<file path="config.mk">
export PLATFORM = sky130hd
export DESIGN_NAME = instr_sequencer_flat
export DESIGN_NICKNAME = d
export VERILOG_FILES = /design/src/rtl/instr_seq_if.sv /design/src/rtl/instr_sequencer.sv /design/src/flat_wrapper.sv
export SDC_FILE = /design/constraint.sdc
export NUM_CORES = 1
export LEC_CHECK = 0
export CORE_UTILIZATION = 30
export DETAILED_ROUTE_END_ITERATION = 12
export GPL_TIMING_DRIVEN = 0
export SLEW_MARGIN = 0
export SYNTH_ARGS = -nofsm -noshare
export SYNTH_HDL_FRONTEND = slang
export SYNTH_SLANG_ARGS = --single-unit
</file>
<file path="constraint.sdc">
create_clock -name clk -period 3.4 [get_ports clk]
set_input_delay 0.34 -clock clk [delete_from_list [all_inputs] [get_ports clk]]
set_output_delay 0.34 -clock clk [all_outputs]
set_load 0.01 [all_outputs]
</file>
<file path="src/rtl/instr_seq_if.sv">
// Handshake and control bundle between the instruction sequencer and its
// fetch port / datapath. The sequencer side is the master.
interface instr_seq_if #(
  parameter int OPW = 4,
  parameter int RW  = 2
);
  logic                  start;
  logic                  imem_req;
  logic                  imem_ack;
  logic [OPW+2*RW-1:0]   instr;
  logic                  ir_load;
  logic [OPW-1:0]        alu_op;
  logic [RW-1:0]         ra_sel;
  logic [RW-1:0]         rout;
  logic                  write;
  logic                  pc_en;
  logic                  pc_load;
  logic [OPW+2*RW-1:0]   ir_out;
  logic                  busy;
  logic                  halted;
  logic                  err;
  logic [1:0]            err_code;

  modport master (
    input  start, imem_ack, instr,
    output imem_req, ir_load, alu_op, ra_sel, rout, write, pc_en, pc_load,
           ir_out, busy, halted, err, err_code
  );

  modport slave (
    output start, imem_ack, instr,
    input  imem_req, ir_load, alu_op, ra_sel, rout, write, pc_en, pc_load,
           ir_out, busy, halted, err, err_code
  );
endinterface

</file>
<file path="src/rtl/instr_sequencer.sv">
// Multi-cycle fetch/decode/exec/writeback sequencer for the mini-CISC core.
// Moore-decoded control outputs; ir_load is the only registered output pulse.
module instr_sequencer #(
  parameter int OPW           = 4,
  parameter int RW            = 2,
  parameter int FETCH_TIMEOUT = 15
) (
  input  logic       clk,
  input  logic       rst,
  instr_seq_if.master bus
);

  localparam int IW = OPW + 2*RW;
  localparam logic [7:0]     TO_LAST = 8'(FETCH_TIMEOUT - 1);
  localparam logic [OPW-1:0] OP_NOP  = '0;
  localparam logic [OPW-1:0] OP_JMP  = OPW'(13);
  localparam logic [OPW-1:0] OP_ILL  = OPW'(14);
  localparam logic [OPW-1:0] OP_HLT  = OPW'(15);
  localparam logic [1:0]     EC_NONE = 2'b00;
  localparam logic [1:0]     EC_TO   = 2'b01;
  localparam logic [1:0]     EC_ILL  = 2'b10;

  typedef enum logic [2:0] {
    S_IDLE   = 3'd0,
    S_FETCH  = 3'd1,
    S_DECODE = 3'd2,
    S_EXEC   = 3'd3,
    S_WB     = 3'd4,
    S_HALT   = 3'd5,
    S_ERR    = 3'd6
  } state_t;

  state_t          state;
  state_t          state_nxt;
  logic [IW-1:0]   ir;
  logic [7:0]      to_cnt;
  logic [1:0]      err_code_q;
  logic            ir_load_q;
  logic            capture;
  logic            timeout_hit;
  logic [OPW-1:0]  ir_op;
  logic [RW-1:0]   ir_rd;
  logic [RW-1:0]   ir_rs2;

  assign ir_op  = ir[IW-1 -: OPW];
  assign ir_rd  = ir[2*RW-1 -: RW];
  assign ir_rs2 = ir[RW-1:0];

  // An ack on the last allowed FETCH cycle still wins over the timeout.
  assign capture     = (state == S_FETCH) && bus.imem_ack;
  assign timeout_hit = (state == S_FETCH) && !bus.imem_ack && (to_cnt == TO_LAST);

  always_ff @(posedge clk or negedge rst) begin
    if (!rst) begin
      state <= S_IDLE;
    end else begin
      state <= state_nxt;
    end
  end

  always_comb begin
    state_nxt = state;
    case (state)
      S_IDLE:   if (bus.start) state_nxt = S_FETCH;
      S_FETCH: begin
        if (bus.imem_ack)      state_nxt = S_DECODE;
        else if (timeout_hit)  state_nxt = S_ERR;
      end
      S_DECODE: begin
        if (ir_op == OP_NOP || ir_op == OP_JMP) state_nxt = S_FETCH;
        else if (ir_op == OP_ILL)               state_nxt = S_ERR;
        else if (ir_op == OP_HLT)               state_nxt = S_HALT;
        else                                    state_nxt = S_EXEC;
      end
      S_EXEC:   state_nxt = S_WB;
      S_WB:     state_nxt = S_FETCH;
      S_HALT:   state_nxt = S_HALT;
      S_ERR:    if (bus.start) state_nxt = S_IDLE;
      default:  state_nxt = S_IDLE;
    endcase
  end

  always_ff @(posedge clk or negedge rst) begin
    if (!rst) begin
      ir         <= '0;
      to_cnt     <= '0;
      err_code_q <= EC_NONE;
      ir_load_q  <= 1'b0;
    end else begin
      ir_load_q <= capture;
      if (capture) ir <= bus.instr;

      if (state == S_FETCH && !bus.imem_ack && !timeout_hit) to_cnt <= to_cnt + 8'd1;
      else                                                  to_cnt <= '0;

      if (timeout_hit)                                  err_code_q <= EC_TO;
      else if (state == S_DECODE && ir_op == OP_ILL)    err_code_q <= EC_ILL;
      else if (state == S_ERR && bus.start)             err_code_q <= EC_NONE;
    end
  end

  always_comb begin
    bus.imem_req = 1'b0;
    bus.alu_op   = '0;
    bus.ra_sel   = '0;
    bus.rout     = '0;
    bus.write    = 1'b0;
    bus.pc_en    = 1'b0;
    bus.pc_load  = 1'b0;
    bus.busy     = 1'b0;
    bus.halted   = 1'b0;
    bus.err      = 1'b0;
    case (state)
      S_FETCH: begin
        bus.imem_req = 1'b1;
        bus.busy     = 1'b1;
      end
      S_DECODE: begin
        bus.busy    = 1'b1;
        bus.pc_en   = (ir_op == OP_NOP);
        bus.pc_load = (ir_op == OP_JMP);
      end
      S_EXEC: begin
        bus.busy   = 1'b1;
        bus.alu_op = ir_op;
        bus.ra_sel = ir_rd;
        bus.rout   = ir_rs2;
      end
      S_WB: begin
        bus.busy   = 1'b1;
        bus.alu_op = ir_op;
        bus.ra_sel = ir_rd;
        bus.rout   = ir_rs2;
        bus.write  = 1'b1;
        bus.pc_en  = 1'b1;
      end
      S_HALT:  bus.halted = 1'b1;
      S_ERR:   bus.err    = 1'b1;
      default: ;
    endcase
  end

  assign bus.ir_load  = ir_load_q;
  assign bus.ir_out   = ir;
  assign bus.err_code = err_code_q;

  a_pc_exclusive: assert property (@(posedge clk) disable iff (!rst)
    !(bus.pc_en && bus.pc_load));
  a_write_only_wb: assert property (@(posedge clk) disable iff (!rst)
    bus.write |-> (state == S_WB));
  a_err_code_in_err: assert property (@(posedge clk) disable iff (!rst)
    (err_code_q != EC_NONE) |-> (state == S_ERR));

endmodule
</file>
<file path="src/flat_wrapper.sv">
// flat-port wrapper written by rule: the top's interface ports become plain ports
module instr_sequencer_flat 
#(
  parameter int OPW           = 4,
  parameter int RW            = 2,
  parameter int FETCH_TIMEOUT = 15
)
  (clk, rst, bus_start, bus_imem_ack, bus_instr, bus_imem_req, bus_ir_load, bus_alu_op, bus_ra_sel, bus_rout, bus_write, bus_pc_en, bus_pc_load, bus_ir_out, bus_busy, bus_halted, bus_err, bus_err_code);
  instr_seq_if #(.OPW(OPW), .RW(RW)) bus_i ();
  input  logic clk;
  input  logic rst;
  input wire logic [$bits(bus_i.start)-1:0] bus_start;
  input wire logic [$bits(bus_i.imem_ack)-1:0] bus_imem_ack;
  input wire logic [$bits(bus_i.instr)-1:0] bus_instr;
  output wire logic [$bits(bus_i.imem_req)-1:0] bus_imem_req;
  output wire logic [$bits(bus_i.ir_load)-1:0] bus_ir_load;
  output wire logic [$bits(bus_i.alu_op)-1:0] bus_alu_op;
  output wire logic [$bits(bus_i.ra_sel)-1:0] bus_ra_sel;
  output wire logic [$bits(bus_i.rout)-1:0] bus_rout;
  output wire logic [$bits(bus_i.write)-1:0] bus_write;
  output wire logic [$bits(bus_i.pc_en)-1:0] bus_pc_en;
  output wire logic [$bits(bus_i.pc_load)-1:0] bus_pc_load;
  output wire logic [$bits(bus_i.ir_out)-1:0] bus_ir_out;
  output wire logic [$bits(bus_i.busy)-1:0] bus_busy;
  output wire logic [$bits(bus_i.halted)-1:0] bus_halted;
  output wire logic [$bits(bus_i.err)-1:0] bus_err;
  output wire logic [$bits(bus_i.err_code)-1:0] bus_err_code;
  assign bus_i.start = bus_start;
  assign bus_i.imem_ack = bus_imem_ack;
  assign bus_i.instr = bus_instr;
  assign bus_imem_req = bus_i.imem_req;
  assign bus_ir_load = bus_i.ir_load;
  assign bus_alu_op = bus_i.alu_op;
  assign bus_ra_sel = bus_i.ra_sel;
  assign bus_rout = bus_i.rout;
  assign bus_write = bus_i.write;
  assign bus_pc_en = bus_i.pc_en;
  assign bus_pc_load = bus_i.pc_load;
  assign bus_ir_out = bus_i.ir_out;
  assign bus_busy = bus_i.busy;
  assign bus_halted = bus_i.halted;
  assign bus_err = bus_i.err;
  assign bus_err_code = bus_i.err_code;
  instr_sequencer #(.OPW(OPW), .RW(RW), .FETCH_TIMEOUT(FETCH_TIMEOUT)) u_core (.clk(clk), .rst(rst), .bus(bus_i));
endmodule
</file>
==> run_results.csv <==
group,metric,value,unit
sta,rsz0062_at_grt,"no",
run_status,status,"completed",
route,vias_per_cell,5.117,
place,port-buffer-count,37,
floorplanning,core,3744,µm²
route,drc,0,
route,wire_per_inst,13.47,µm
worst_hold_path,hold_path.startpoint,"u_core.bus.err_code[0]",
synthesis,synth_warnings,0,
clocking,clk_pin_slew,0.08,ns
synthesis,synth_area_per_cell,10.26,µm²
route,drt_iter0_drc,19,
clocking,ctsLongestPathBuffers,2,
floorplanning,ios,38,
final_layout,syn_to_final_growth,41.81,%
grt,grt_overflow,0,
route,drtPass1Iterations,4,
final_layout,multi_input_area,610.6,µm²
place,dp.cells,202,
power,powerDensity,308.7,nW/µm²
synthesis,synth_edf_count,0,
sta,fin_crit,2.684,ns
clocking,worstSkewPairLatency,0.26,ns
critical_path,worstReg2RegStart,"u_core.to_cnt[0]",
sta,drv_slew,0,
power,peakVddDrop,0.0001279,V
sta,hold_viol_final,0,
synthesis,syn_inst,117,
synthesis,synth_seq_cells,22,
floorplanning,die_x,65.24,µm
power,p_leak,0.7020,nW
clocking,cts_made_buffers,3,
sta,setup_tns,0,ns
route,postRouteAntennaNets,0,
power,clkPwrFrac,46.6,%
final_layout,fin_area,1702,µm²
grt,antenna_found_initial,0,
place,hpwl,2025,µm
run,maxCapViolCount,0,
power,pwr-share-comb,3.6,%
clocking,cts_max_level,1,
synthesis,synth.most_common_cell,"dfrtp_1",
critical_path,critPathLaunchType,"flop",
power,swShare,18.13,%
place,post_dp_cell_area,1630,µm²
power,p_seq_share,49.8,%
final_layout,fin_cells,206,
final_layout,insertedDiodeCount,0,
floorplanning,rows,22,
grt,grt_pass1_vias,1046,
sta,finalCritPeriodShare,78.93,%
final_layout,fin_nets,173,
clocking,cts.sinks,22,
synthesis,ys_seq_area_share,45.88,%
sta,fmax,0.3726,GHz
critical_path,crit_path_start,"u_core.state[1]",
grt,track_usage,14.05,%
synthesis,yosys.area.top_type,"dfrtp_1",
final_layout,fill_cells,374,
floorplanning,die_area,4256,µm²
sta,maxSlewHeadroom,34.35,%
clocking,cts_root_buf,"clkbuf_8",
clocking,post_cts_resized,0,
floorplanning,initial_core_util,32.05,%
synthesis,netlist_top_cells_count,"dfrtp_1, and2_1, mux2_2",
grt,grt_max_degree,23,
sta,setup_violations,0,
critical_path,path_max_fanout,10,
clocking,cts_tree,"built",
synthesis,synth_top_area_share,45.88,%
synthesis,syn_nets,131,
critical_path,end_kind,"output port",
sta,fin_worst_skew,0.001169,ns
place,routabilityCongestion,0.8011,
final_layout,regArea,550.5,µm²
floorplanning,die_h,65.24,µm
clocking,cts_setup_buffers,0,
synthesis,synth.area.top_cells,"dfrtp_1, mux2_2, and2_1",
synthesis,syn_area,1200,µm²
synthesis,synth.distinct_cells,39,
synthesis,ys.flop_type,"dfrtp_1",
power,intPower,0.4300,mW
power,p_switching,0.09522,mW
sta,tightest_slew,0.9817,ns
route,vias,1054,
route,drt_wl_total,2774,µm
critical_path,crit_required,3.06,ns
synthesis,async_flop_share,100.0,%
clocking,ctsHoldBuffers,0,
grt,grt_pass1_wl,4636,µm
critical_path,cp.arrival,2.34,ns
worst_hold_path,hold_class,"reg -> reg",
final_layout,drive_above_1_share,12.03,%
critical_path,crit_type,"reg -> out",
[layout by cell type, fill, tap and decap left out, types with 2 or more instances in the layout]
| cell | n |
|---|---|
| a21oi_1 | 7 |
| and2_1 | 11 |
| o21ai_0 | 7 |
| nor3b_1 | 2 |
| or3_1 | 2 |
| inv_1 | 3 |
| nor2_1 | 6 |
| nand2_1 | 6 |
| clkdlybuf4s50_1 | 37 |
| nor4_1 | 2 |
| a31oi_1 | 2 |
| dfrtp_1 | 22 |
| nand3_1 | 4 |
| clkbuf_1 | 3 |
| nand3b_1 | 2 |
| or4b_4 | 2 |
| xnor2_1 | 2 |
| ha_1 | 2 |
| mux2_2 | 8 |
| clkbuf_8 | 3 |
| nand2b_1 | 4 |
[through the flow]
stage | utilization [%] | setup WS [ns] | total power, mW | hold slack (ns)
floorplan | - | 1.739 | 0.2676 | 0.04441
global placement | 43.55 | 1.103 | 0.2861 | 0.5143
detailed placement | 43.55 | 1.006 | 0.2866 | 0.5200
CTS | 45.45 | 0.6931 | 0.5329 | 0.5501
global route | 45.45 | 0.4940 | 0.5440 | 0.5776
finish | 45.45 | 0.7163 | 0.5252 | 0.5434
[power by group through the flow]
| stage | logic (mW) | registers, mW | clock network [mW] |
|---|---|---|---|
| 2_1_floorplan | 0.000926 | 0.267 | 0 |
| 3_3_place_gp | 0.0194 | 0.267 | 0 |
| 3_5_place_dp | 0.0200 | 0.267 | 0 |
| 4_1_cts | 0.0200 | 0.261 | 0.252 |
| 5_1_grt | 0.0214 | 0.261 | 0.261 |
| 6_report | 0.0192 | 0.261 | 0.245 |
[cell families (layout without fill, tap and decap cells)]
group           count (synthesis)  count (layout)  synth area share [%]
xor+xnor                        2               2                 1.460
fa+ha+maj                       2               2                 2.085
mux                             8               8                 7.508
simple gates                   49              49                 25.34
buf+inv                         8              49                 3.232
compound gates                 26              26                 14.50
flops                          22              22                 45.88
[layer usage]
layer  part of all wire (%)  wire (µm)  global-route usage, %
met5                      0          0                      0
met4                   0.72         20                  4.891
met3                    6.0        166                  2.778
met2                     46       1283                  22.81
met1                     47       1303                  18.48
[area by class of cell]
type	count	area share (%)
clock inverters	1	1.765
flip-flops and latches	22	32.35
plain buffers	5	1.618
well taps	48	3.529
clock buffers	3	2.426
multi-input cells	87	35.88
repair buffers	37	21.76
inverters	3	0.6618
[critical path, stage by stage (launching register included)]
cell and delay, ns:
dfrtp_1 0.42, clkbuf_1 0.34, nand2_1 0.13, o22ai_1 0.45, and2_1 0.20, clkdlybuf4s50_1 0.54
[state kept, by name, indices dropped and copies added (netlist names)]
name	flops
u_core.bus.err_code	2
u_core.bus.ir_load	1
u_core.bus.ir_out	8
u_core.state	3
u_core.to_cnt	8
[path summary, 6_finish.rpt]
kind	to	slack (ns)	cells after the start
setup / recovery	bus_alu_op[2]	0.72	5
hold / removal	u_core.bus.err_code[0]	0.54	2
setup reg to reg	u_core.state[2]	1.68	5
hold reg to reg	u_core.bus.err_code[0]	0.54	2
max in group asynchronous	u_core.state[2]	2.19	1
min in group asynchronous	u_core.bus.ir_out[1]	0.62	1
Power figures use the tool's default switching activity.
